[config.mk]
export PLATFORM = sky130hd
export DESIGN_NAME = aes256_decrypt_core_flat
export DESIGN_NICKNAME = d
export VERILOG_FILES = /design/src/rtl/aes256_decrypt_core_if.sv /design/src/rtl/aes256_decrypt_core.sv /design/src/flat_wrapper.sv
export SDC_FILE = /design/constraint.sdc
export NUM_CORES = 2
export LEC_CHECK = 0
export ABC_AREA = 1
export BUFFER_PORTS_ARGS = -buffer_cell sky130_fd_sc_hd__buf_2
export CORE_ASPECT_RATIO = 2
export CORE_MARGIN = 2
export CORE_UTILIZATION = 35
export CTS_BUF_LIST = sky130_fd_sc_hd__clkbuf_4
export DETAILED_ROUTE_END_ITERATION = 7
export PLACE_DENSITY_LB_ADDON = 0.25
export SKIP_LAST_GASP = 1
export SLEW_MARGIN = 20
export SYNTH_ARGS = -nofsm -noshare
export SYNTH_HDL_FRONTEND = slang
export SYNTH_SLANG_ARGS = --single-unit
[constraint.sdc]
create_clock -name clk -period 4.7 [get_ports clk]
set_input_delay 0.47 -clock clk [delete_from_list [all_inputs] [get_ports clk]]
set_output_delay 0.47 -clock clk [all_outputs]
set_load 0.01 [all_outputs]
[src/rtl/aes256_decrypt_core_if.sv]
// ----------------------------------------------------------------------------
// aes256_decrypt_core_if
// Request/response bundle between the AES-256 decryption core and its user.
//   start      : request to decrypt (sampled by the core only while idle)
//   ciphertext : 128-bit input block, byte 0 in bits [127:120]
//   rk_idx     : index 0..14 of the round key the core needs this cycle
//   rk_in      : round key for rk_idx, combinational from the key store
//   plaintext  : registered result, same byte order as ciphertext
//   done       : one-cycle pulse, plaintext valid from this cycle
//   busy       : high while a block is being processed
// master = requester / key store side, slave = the decryption core.
// ----------------------------------------------------------------------------
interface aes256_decrypt_core_if;
  logic         start;
  logic [127:0] ciphertext;
  logic [3:0]   rk_idx;
  logic [127:0] rk_in;
  logic [127:0] plaintext;
  logic         done;
  logic         busy;

  modport master (
    output start, ciphertext, rk_in,
    input  rk_idx, plaintext, done, busy
  );

  modport slave (
    input  start, ciphertext, rk_in,
    output rk_idx, plaintext, done, busy
  );
endinterface

[src/rtl/aes256_decrypt_core.sv]
// ----------------------------------------------------------------------------
// aes256_decrypt_core
// Iterative AES-256 inverse cipher, one round per clock. Round keys are not
// stored here: the core publishes rk_idx and consumes rk_in in the same cycle.
// Sequence after an accepted start: INIT (AddRoundKey rk14), 13 x ROUND
// (rk13..rk1), FINAL (rk0, no InvMixColumns), DONE (done pulse).
// Ports:
//   clk    : clock, all state updates on the rising edge
//   rst_n  : asynchronous active-low reset
//   io_bus : aes256_decrypt_core_if.slave (start, ciphertext, rk_idx, rk_in,
//            plaintext, done, busy)
// ----------------------------------------------------------------------------

// Inverse S-box, one byte. Pure lookup into a constant table.
module inv_sbox (
  input  logic [7:0] i_byte,
  output logic [7:0] o_byte
);
  // NOTE: a constant table holds no state, so there is nothing to reset here.
  localparam logic [2047:0] C_TABLE = {
    128'h52096ad53036a538bf40a39e81f3d7fb,
    128'h7ce339829b2fff87348e4344c4dee9cb,
    128'h547b9432a6c2233dee4c950b42fac34e,
    128'h082ea16628d924b2765ba2496d8bd125,
    128'h72f8f66486689816d4a45ccc5d65b692,
    128'h6c704850fdedb9da5e154657a78d9d84,
    128'h90d8ab008cbcd30af7e45805b8b34506,
    128'hd02c1e8fca3f0f02c1afbd0301138a6b,
    128'h3a9111414f67dcea97f2cfcef0b4e673,
    128'h96ac7422e7ad3585e2f937e81c75df6e,
    128'h47f11a711d29c5896fb7620eaa18be1b,
    128'hfc563e4bc6d279209adbc0fe78cd5af4,
    128'h1fdda8338807c731b11210592780ec5f,
    128'h60517fa919b54a0d2de57a9f93c99cef,
    128'ha0e03b4dae2af5b0c8ebbb3c83539961,
    128'h172b047eba77d626e169146355210c7d
  };

  // Entry x sits at bits [8*(255-x) +: 8]; for a byte, ~x equals 255-x.
  assign o_byte = C_TABLE[{~i_byte, 3'b000} +: 8];
endmodule

module aes256_decrypt_core (
  input logic                   clk,
  input logic                   rst_n,
  aes256_decrypt_core_if.slave  io_bus
);

  localparam logic [2:0] S_IDLE  = 3'd0;
  localparam logic [2:0] S_INIT  = 3'd1;
  localparam logic [2:0] S_ROUND = 3'd2;
  localparam logic [2:0] S_FINAL = 3'd3;
  localparam logic [2:0] S_DONE  = 3'd4;

  logic [2:0]   r_fsm;
  logic [3:0]   r_cnt;
  logic [127:0] r_state;
  logic [127:0] r_plaintext;

  logic [127:0] w_shifted;
  logic [127:0] w_subbed;
  logic [127:0] w_added;
  logic [127:0] w_mixed;
  logic [3:0]   w_rk_idx;
  logic         w_busy;
  logic         w_done;

  // GF(2^8) doubling, reduction polynomial 0x11B.
  function automatic logic [7:0] xt(input logic [7:0] b);
    return {b[6:0], 1'b0} ^ (b[7] ? 8'h1b : 8'h00);
  endfunction

  // One column of InvMixColumns; s0 is the most significant byte.
  function automatic logic [31:0] inv_mix_col(input logic [31:0] col);
    logic [7:0] s [4];
    logic [7:0] m9 [4];
    logic [7:0] mb [4];
    logic [7:0] md [4];
    logic [7:0] me [4];
    logic [7:0] x2, x4, x8;
    for (int i = 0; i < 4; i++) begin
      s[i]  = col[31-8*i -: 8];
      x2    = xt(s[i]);
      x4    = xt(x2);
      x8    = xt(x4);
      m9[i] = x8 ^ s[i];
      mb[i] = x8 ^ x2 ^ s[i];
      md[i] = x8 ^ x4 ^ s[i];
      me[i] = x8 ^ x4 ^ x2;
    end
    return {me[0] ^ mb[1] ^ md[2] ^ m9[3],
            m9[0] ^ me[1] ^ mb[2] ^ md[3],
            md[0] ^ m9[1] ^ me[2] ^ mb[3],
            mb[0] ^ md[1] ^ m9[2] ^ me[3]};
  endfunction

  // InvShiftRows: row r of column c takes the byte from column (c - r) mod 4.
  // Byte index 4*c + r lives at bits [127 - 8*(4*c + r) -: 8].
  for (genvar c = 0; c < 4; c++) begin : g_col
    for (genvar r = 0; r < 4; r++) begin : g_row
      localparam int SRC = 4 * ((c + 4 - r) % 4) + r;
      assign w_shifted[127-8*(4*c+r) -: 8] = r_state[127-8*SRC -: 8];
    end
  end

  for (genvar k = 0; k < 16; k++) begin : g_isb
    inv_sbox u_inv_sbox (
      .i_byte (w_shifted[127-8*k -: 8]),
      .o_byte (w_subbed[127-8*k -: 8])
    );
  end

  // The round key is applied before InvMixColumns (standard inverse cipher,
  // not the equivalent inverse cipher), so rk_in is used unmodified.
  assign w_added = w_subbed ^ io_bus.rk_in;

  for (genvar c = 0; c < 4; c++) begin : g_imc
    assign w_mixed[127-32*c -: 32] = inv_mix_col(w_added[127-32*c -: 32]);
  end

  always_ff @(posedge clk or negedge rst_n) begin
    // NOTE: non-blocking assignments so every register samples pre-edge values.
    if (!rst_n) begin
      r_fsm       <= S_IDLE;
      r_cnt       <= 4'd0;
      r_state     <= '0;
      r_plaintext <= '0;
    end else begin
      case (r_fsm)
        S_IDLE: begin
          if (io_bus.start) begin
            r_state <= io_bus.ciphertext;
            r_cnt   <= 4'd13;
            r_fsm   <= S_INIT;
          end
        end
        S_INIT: begin
          r_state <= r_state ^ io_bus.rk_in;
          r_fsm   <= S_ROUND;
        end
        S_ROUND: begin
          r_state <= w_mixed;
          r_cnt   <= r_cnt - 4'd1;
          if (r_cnt == 4'd1) r_fsm <= S_FINAL;
        end
        S_FINAL: begin
          r_plaintext <= w_added;
          r_fsm       <= S_DONE;
        end
        S_DONE:  r_fsm <= S_IDLE;
        default: r_fsm <= S_IDLE;
      endcase
    end
  end

  always_comb begin
    // NOTE: default first so every path assigns w_rk_idx and no latch appears.
    w_rk_idx = 4'd14;
    case (r_fsm)
      S_ROUND: w_rk_idx = r_cnt;
      S_FINAL: w_rk_idx = 4'd0;
      default: ;
    endcase
  end

  assign w_busy = (r_fsm == S_INIT) || (r_fsm == S_ROUND) || (r_fsm == S_FINAL);
  assign w_done = (r_fsm == S_DONE);

  assign io_bus.rk_idx    = w_rk_idx;
  assign io_bus.plaintext = r_plaintext;
  assign io_bus.done      = w_done;
  assign io_bus.busy      = w_busy;

endmodule

[src/flat_wrapper.sv]
// flat-port wrapper written by rule: the top's interface ports become plain ports
module aes256_decrypt_core_flat 
  (clk, rst_n, io_bus_start, io_bus_ciphertext, io_bus_rk_in, io_bus_rk_idx, io_bus_plaintext, io_bus_done, io_bus_busy);
  aes256_decrypt_core_if io_bus_i ();
  input logic clk;
  input logic rst_n;
  input wire logic [$bits(io_bus_i.start)-1:0] io_bus_start;
  input wire logic [$bits(io_bus_i.ciphertext)-1:0] io_bus_ciphertext;
  input wire logic [$bits(io_bus_i.rk_in)-1:0] io_bus_rk_in;
  output wire logic [$bits(io_bus_i.rk_idx)-1:0] io_bus_rk_idx;
  output wire logic [$bits(io_bus_i.plaintext)-1:0] io_bus_plaintext;
  output wire logic [$bits(io_bus_i.done)-1:0] io_bus_done;
  output wire logic [$bits(io_bus_i.busy)-1:0] io_bus_busy;
  assign io_bus_i.start = io_bus_start;
  assign io_bus_i.ciphertext = io_bus_ciphertext;
  assign io_bus_i.rk_in = io_bus_rk_in;
  assign io_bus_rk_idx = io_bus_i.rk_idx;
  assign io_bus_plaintext = io_bus_i.plaintext;
  assign io_bus_done = io_bus_i.done;
  assign io_bus_busy = io_bus_i.busy;
  aes256_decrypt_core u_core (.clk(clk), .rst_n(rst_n), .io_bus(io_bus_i));
endmodule
==> results of run 1 <==
-- through the flow --
stage          hold slack, ps  setup slack (ps)
2_1_floorplan           174.4              1365
4_1_cts                0.2663             73.56
3_5_place_dp            438.3            -11.74
3_3_place_gp            433.3            -63.00
-- timing repair --
action | CTS
gates resized for setup | 2
setup endpoints to repair | 2
hold endpoints to repair | 452
hold buffers | 287
-- logic make-up after synthesis --
kind of cell    Yosys count  synth area share
buf+inv                1865            0.1060
flops                   263           0.08613
simple gates          10105            0.5702
compound gates         2020            0.1486
fa+ha+maj               271           0.04437
xor+xnor                375           0.04465
-- metal layers --
layer,GRT overflow,track usage
met5,2,0.06515
met3,5,0.3935
met1,5,0.6306
met4,417,0.6737
met2,816,0.9003
==> flow_results.xml, run 1 <==
<?xml version="1.0" encoding="UTF-8"?>
<metrics>
  <group name="run_status">
    <metric name="run_status" unit="">did not finish</metric>
    <metric name="failed_stage" unit="">5_1_grt</metric>
    <metric name="error" unit="">[ERROR GRT-0116] Global routing finished with congestion. Check the congestion regions in the DRC Viewer.</metric>
  </group>
  <group name="grt">
    <metric name="grt.total_usage" unit="">0.6463</metric>
    <metric name="vias_in_the_first_global_route" unit="">129820</metric>
    <metric name="grt_overflow_total" unit="">1245</metric>
    <metric name="grt_first_pass_wirelength" unit="µm">1051000</metric>
    <metric name="largest_net_degree_at_the_start_of_global_routing" unit="">149</metric>
  </group>
  <group name="cts">
    <metric name="cts.sinks" unit="">263</metric>
    <metric name="cts.repair_timing.setup_buffer_count" unit="">0</metric>
    <metric name="cts_made_buffers" unit="">85</metric>
    <metric name="ctsLongestPathBuffers" unit="">3</metric>
    <metric name="cts_root_buffer" unit="">clkbuf_4</metric>
    <metric name="clock_tree.htree_level_count" unit="">3</metric>
  </group>
  <group name="synthesis">
    <metric name="post_synth.cell_area_avg" unit="µm²">5.129</metric>
    <metric name="synth_seq_area_share" unit="">0.08613</metric>
    <metric name="synth.area.top_cells" unit="">nand2_1 (26%), nand3_1 (23%), dfrtp_1 (8.6%)</metric>
    <metric name="synth_largest_type_area_fraction" unit="">0.2643</metric>
    <metric name="edff_count_synth" unit="">0</metric>
    <metric name="synth_top_cells_by_count" unit="">nand2_1 (5380), nand3_1 (3454), inv_1 (967)</metric>
    <metric name="synth_flop_cell" unit="">dfrtp_1</metric>
    <metric name="ys_async_sr_fraction" unit="">1.000</metric>
    <metric name="most_used_standard_cell_by_instance_count_after_synthesis" unit="">nand2_1</metric>
    <metric name="yosysWarnings" unit="">0</metric>
    <metric name="synth_fp_nets" unit="">15429</metric>
    <metric name="synth.lib_cells_used.distinct" unit="">51</metric>
    <metric name="mappedNetlistArea" unit="µm²">76410</metric>
    <metric name="synth_top_area_cell" unit="">nand2_1</metric>
    <metric name="postSynthRegisterBits" unit="">263</metric>
    <metric name="syn-instance-count" unit="">14899</metric>
  </group>
  <group name="floorplanning">
    <metric name="fp-row-count" unit="">242</metric>
    <metric name="ioPinCount" unit="">393</metric>
    <metric name="die_h" unit="µm">664.8</metric>
    <metric name="die_width" unit="µm">334.4</metric>
    <metric name="initial_standard_cell_utilization_of_the_core" unit="">0.3520</metric>
  </group>
  <group name="placement">
    <metric name="gpl.final_weighted_congestion" unit="">1.191</metric>
    <metric name="dp_cells" unit="">18860</metric>
    <metric name="detailedPlacementHpwl" unit="µm">497300</metric>
    <metric name="placement.cell_area" unit="µm²">91150</metric>
    <metric name="numPortBuffers" unit="">392</metric>
  </group>
</metrics>
==> run 2, diff against run 1 <==
--- a/config.mk
+++ b/config.mk
@@ -7,12 +7,10 @@
 export LEC_CHECK = 0
 export ABC_AREA = 1
 export BUFFER_PORTS_ARGS = -buffer_cell sky130_fd_sc_hd__buf_2
-export CORE_ASPECT_RATIO = 2
 export CORE_MARGIN = 2
-export CORE_UTILIZATION = 35
-export CTS_BUF_LIST = sky130_fd_sc_hd__clkbuf_4
+export CORE_UTILIZATION = 20
 export DETAILED_ROUTE_END_ITERATION = 7
-export PLACE_DENSITY_LB_ADDON = 0.25
+export PLACE_DENSITY_LB_ADDON = 0.15
 export SKIP_LAST_GASP = 1
 export SLEW_MARGIN = 20
 export SYNTH_ARGS = -nofsm -noshare
==> flow_results.xml, run 2 <==
<?xml version="1.0" encoding="UTF-8"?>
<metrics>
  <group name="run_status">
    <metric name="run_status" unit="">finished, violations left</metric>
    <metric name="failed_checks" unit="">DRC</metric>
  </group>
  <group name="cts">
    <metric name="cts.clk_slew.worst_paths" unit="ps">60</metric>
    <metric name="ctsLongestPathBuffers" unit="">3</metric>
    <metric name="cts.sinks" unit="">263</metric>
    <metric name="worst_skew_pair.late_latency" unit="ps">760</metric>
    <metric name="clock_tree.htree_level_count" unit="">2</metric>
    <metric name="cts_root_buffer" unit="">clkbuf_16</metric>
    <metric name="cts_tree" unit="">done</metric>
    <metric name="cts_made_buffers" unit="">48</metric>
  </group>
  <group name="floorplanning">
    <metric name="die_h" unit="µm">622.1</metric>
    <metric name="initial_standard_cell_utilization_of_the_core" unit="">0.2012</metric>
    <metric name="design.die.area" unit="µm²">387000</metric>
    <metric name="ioPinCount" unit="">393</metric>
    <metric name="core_ar" unit="µm²">379800</metric>
    <metric name="fp-row-count" unit="">226</metric>
    <metric name="die_width" unit="µm">622.1</metric>
  </group>
  <group name="worst_setup_path">
    <metric name="critical_path.most_common_cell" unit="">nand2_1</metric>
    <metric name="critical_path_class" unit="">flop to flop</metric>
    <metric name="crit_required" unit="ps">5340</metric>
    <metric name="arrival" unit="ps">5210</metric>
    <metric name="setup.worst_path.end_class" unit="">flop</metric>
    <metric name="critPathMaxFanout" unit="">8</metric>
    <metric name="startpoint_type" unit="">flop</metric>
    <metric name="slowest_stage" unit="">xor2_1</metric>
    <metric name="critPathMaxStageDelay" unit="ps">380</metric>
    <metric name="worstPathCellList" unit="">inv_1 &gt; buf_4 &gt; ha_1 &gt; nand2_2 &gt; nand2_1 &gt; nor2_2 &gt; o211ai_1 &gt; nand3_1 &gt; nand3_1 &gt; nand2_1 &gt; nand2_1 &gt; nand2_2 &gt; nand2_1 &gt; nand2_1 &gt; xor2_1 &gt; nand2_1 &gt; nand2_1 &gt; inv_1 &gt; nand3_1 &gt; nand2_1 &gt; nand2_1 &gt; nand3_1 &gt; buf_4 &gt; a21oi_1</metric>
    <metric name="setup.reg_to_reg.worst_slack" unit="ps">130</metric>
  </group>
  <group name="worst_hold_path">
    <metric name="hold_path_class" unit="">input port to flop</metric>
  </group>
  <group name="synthesis">
    <metric name="edff_count_synth" unit="">0</metric>
    <metric name="post_synth.cell_area_avg" unit="µm²">5.129</metric>
    <metric name="synth_largest_type_area_fraction" unit="">0.2643</metric>
    <metric name="synth_top_area_cell" unit="">nand2_1</metric>
    <metric name="postSynthRegisterBits" unit="">263</metric>
    <metric name="synth.area.top_cells" unit="">nand2_1 (26%), nand3_1 (23%), dfrtp_1 (8.6%)</metric>
    <metric name="mappedNetlistArea" unit="µm²">76410</metric>
    <metric name="synth_seq_area_share" unit="">0.08613</metric>
    <metric name="synth_flop_cell" unit="">dfrtp_1</metric>
    <metric name="synth.lib_cells_used.distinct" unit="">51</metric>
    <metric name="syn-instance-count" unit="">14899</metric>
    <metric name="yosysWarnings" unit="">0</metric>
    <metric name="synth_fp_nets" unit="">15429</metric>
    <metric name="ys_async_sr_fraction" unit="">1.000</metric>
    <metric name="most_used_standard_cell_by_instance_count_after_synthesis" unit="">nand2_1</metric>
    <metric name="synth_top_cells_by_count" unit="">nand2_1 (5380), nand3_1 (3454), inv_1 (967)</metric>
  </group>
  <group name="final_layout">
    <metric name="ff_latch_area" unit="µm²">6618</metric>
    <metric name="final_util" unit="">0.2346</metric>
    <metric name="drive_gt1_frac" unit="">0.1086</metric>
    <metric name="finish.net_count" unit="">15812</metric>
    <metric name="mostFrequentLayoutCell" unit="">nand2_1</metric>
    <metric name="multiInputGateArea" unit="µm²">61910</metric>
    <metric name="nFillCells" unit="">44833</metric>
    <metric name="layout-area-overhead-vs-synth" unit="%">16.60</metric>
    <metric name="mostFrequentLayoutCells" unit="">nand2_1 (5358), nand3_1 (3454), inv_1 (953)</metric>
  </group>
  <group name="grt">
    <metric name="grt_overflow_total" unit="">0</metric>
    <metric name="vias_in_the_first_global_route" unit="">101724</metric>
    <metric name="largest_net_degree_at_the_start_of_global_routing" unit="">120</metric>
    <metric name="grt_first_pass_wirelength" unit="µm">781600</metric>
    <metric name="initial_antenna_violation_count" unit="">61</metric>
    <metric name="grt.total_usage" unit="">0.2740</metric>
  </group>
  <group name="detailed_routing">
    <metric name="detail-route-antenna-nets" unit="">0</metric>
    <metric name="detail_route.wirelength.met1" unit="µm">233300</metric>
    <metric name="vias" unit="">110284</metric>
    <metric name="max_used_layer" unit="">met5</metric>
    <metric name="drt-total-wl" unit="µm">557600</metric>
    <metric name="wl_per_cell" unit="µm">27.37</metric>
    <metric name="detail_route.iter0.violations" unit="">15591</metric>
    <metric name="detail_routed_via_count_per_cell" unit="">5.414</metric>
    <metric name="met3RoutedLength" unit="µm">47350</metric>
    <metric name="detail_route.drc_violations" unit="">5</metric>
    <metric name="met2_length" unit="µm">238600</metric>
    <metric name="drt_pre_antenna_iters" unit="">8</metric>
  </group>
  <group name="sta">
    <metric name="timing_worst_slew_pin_value" unit="ps">1014</metric>
    <metric name="worst_clock_skew" unit="ps">83.23</metric>
    <metric name="timing.slew.headroom" unit="">0.3243</metric>
    <metric name="hold_violations_final" unit="">0</metric>
    <metric name="grt_setup_unrepaired" unit="">true</metric>
    <metric name="final_min_period_over_clock_period" unit="">0.9729</metric>
    <metric name="maxSlewViolCount" unit="">0</metric>
    <metric name="setup-violations-final" unit="">0</metric>
    <metric name="clock.fmax" unit="GHz">0.2187</metric>
    <metric name="post_layout_min_period" unit="ps">4573</metric>
  </group>
  <group name="job">
    <metric name="max_cap_violations" unit="">0</metric>
  </group>
  <group name="placement">
    <metric name="gpl.final_weighted_congestion" unit="">1.059</metric>
    <metric name="detailedPlacementHpwl" unit="µm">441300</metric>
    <metric name="numPortBuffers" unit="">392</metric>
  </group>
</metrics>
## run 2: cell counts after synthesis
Identical to the previous run, type by type.
## run 2: worst max-delay path, delay by kind of cell, from the launching register on
family	cells	cell delay [ps]
XOR/XNOR	1	380
flip-flops	1	340
AO/OA/AOI/OAI	2	280
adder cells (fa/ha/maj)	1	290
buffers and inverters	4	600
AND/OR/NAND/NOR	16	2580
## run 2: cell type report
| class | instances | area share |
|---|---|---|
| flip-flops and latches | 263 | 0.07428 |
| diodes | 33 | 0.0009269 |
| clock buffers | 56 | 0.01461 |
| multi-input cells | 12771 | 0.6949 |
| repair buffers | 1148 | 0.09457 |
| inverters | 1050 | 0.04474 |
| clock inverters | 34 | 0.005575 |
| well taps | 5016 | 0.07044 |
## run 2: final timing paths
| path | from | to | depth (start not counted) |
|---|---|---|---|
| min | io_bus_ciphertext[45] | u_core.r_state[45] | 3 |
| max reg2reg | u_core.r_state[72] | u_core.r_state[14] | 24 |
| min in group asynchronous | rst_n | u_core.r_state[108] | 2 |
| max | u_core.r_state[72] | u_core.r_state[14] | 24 |
| min reg2reg | u_core.io_bus.plaintext[118] | u_core.io_bus.plaintext[118] | 2 |
| max in group asynchronous | rst_n | u_core.r_state[121] | 3 |
## run 2: cell families after synthesis
kind of cell,Yosys count,synth area share
flops,263,0.08613
buf+inv,1865,0.1060
fa+ha+maj,271,0.04437
xor+xnor,375,0.04465
simple gates,10105,0.5702
compound gates,2020,0.1486
## run 2: stage by stage
| step | hold slack [ps] | setup slack, ps | cells | setup TNS (ps) | instance area [µm²] |
|---|---|---|---|---|---|
| global placement | 464.0 | -168.0 | 20231 | -375.5 | 86900 |
| detailed placement | 468.9 | -29.88 | 20231 | -41.92 | 86900 |
| CTS | 0.8932 | 30.96 | 20327 | 0 | 88760 |
| global route | 74.19 | -109.4 | 20360 | -252.2 | 89070 |
| floorplan | 174.4 | 1365 | 14899 | 0 | 76410 |
| finish | 67.17 | 127.3 | 20371 | 0 | 89090 |
## run 2: repair_timing
action | 4_1_cts | 5_1_grt
gates resized for setup | 2 | 61
pin swaps | 0 | 0
hold buffers | 6 | 0
buffers inserted | 0 | 11
endpoints found under the hold margin | 57 | 0
setup endpoints to repair | 3 | 65
## run 2: layer usage
metal  vias to the layer above  track usage
met3                      1277      0.03820
li1                      50394            -
met1                     52019       0.3658
met2                      6572       0.4196
met5                         -            0
met4                        22       0.1585
Power of run 2 is not shown: default switching activity piles up to over one toggle a cycle in this logic, so the estimate is an artifact.
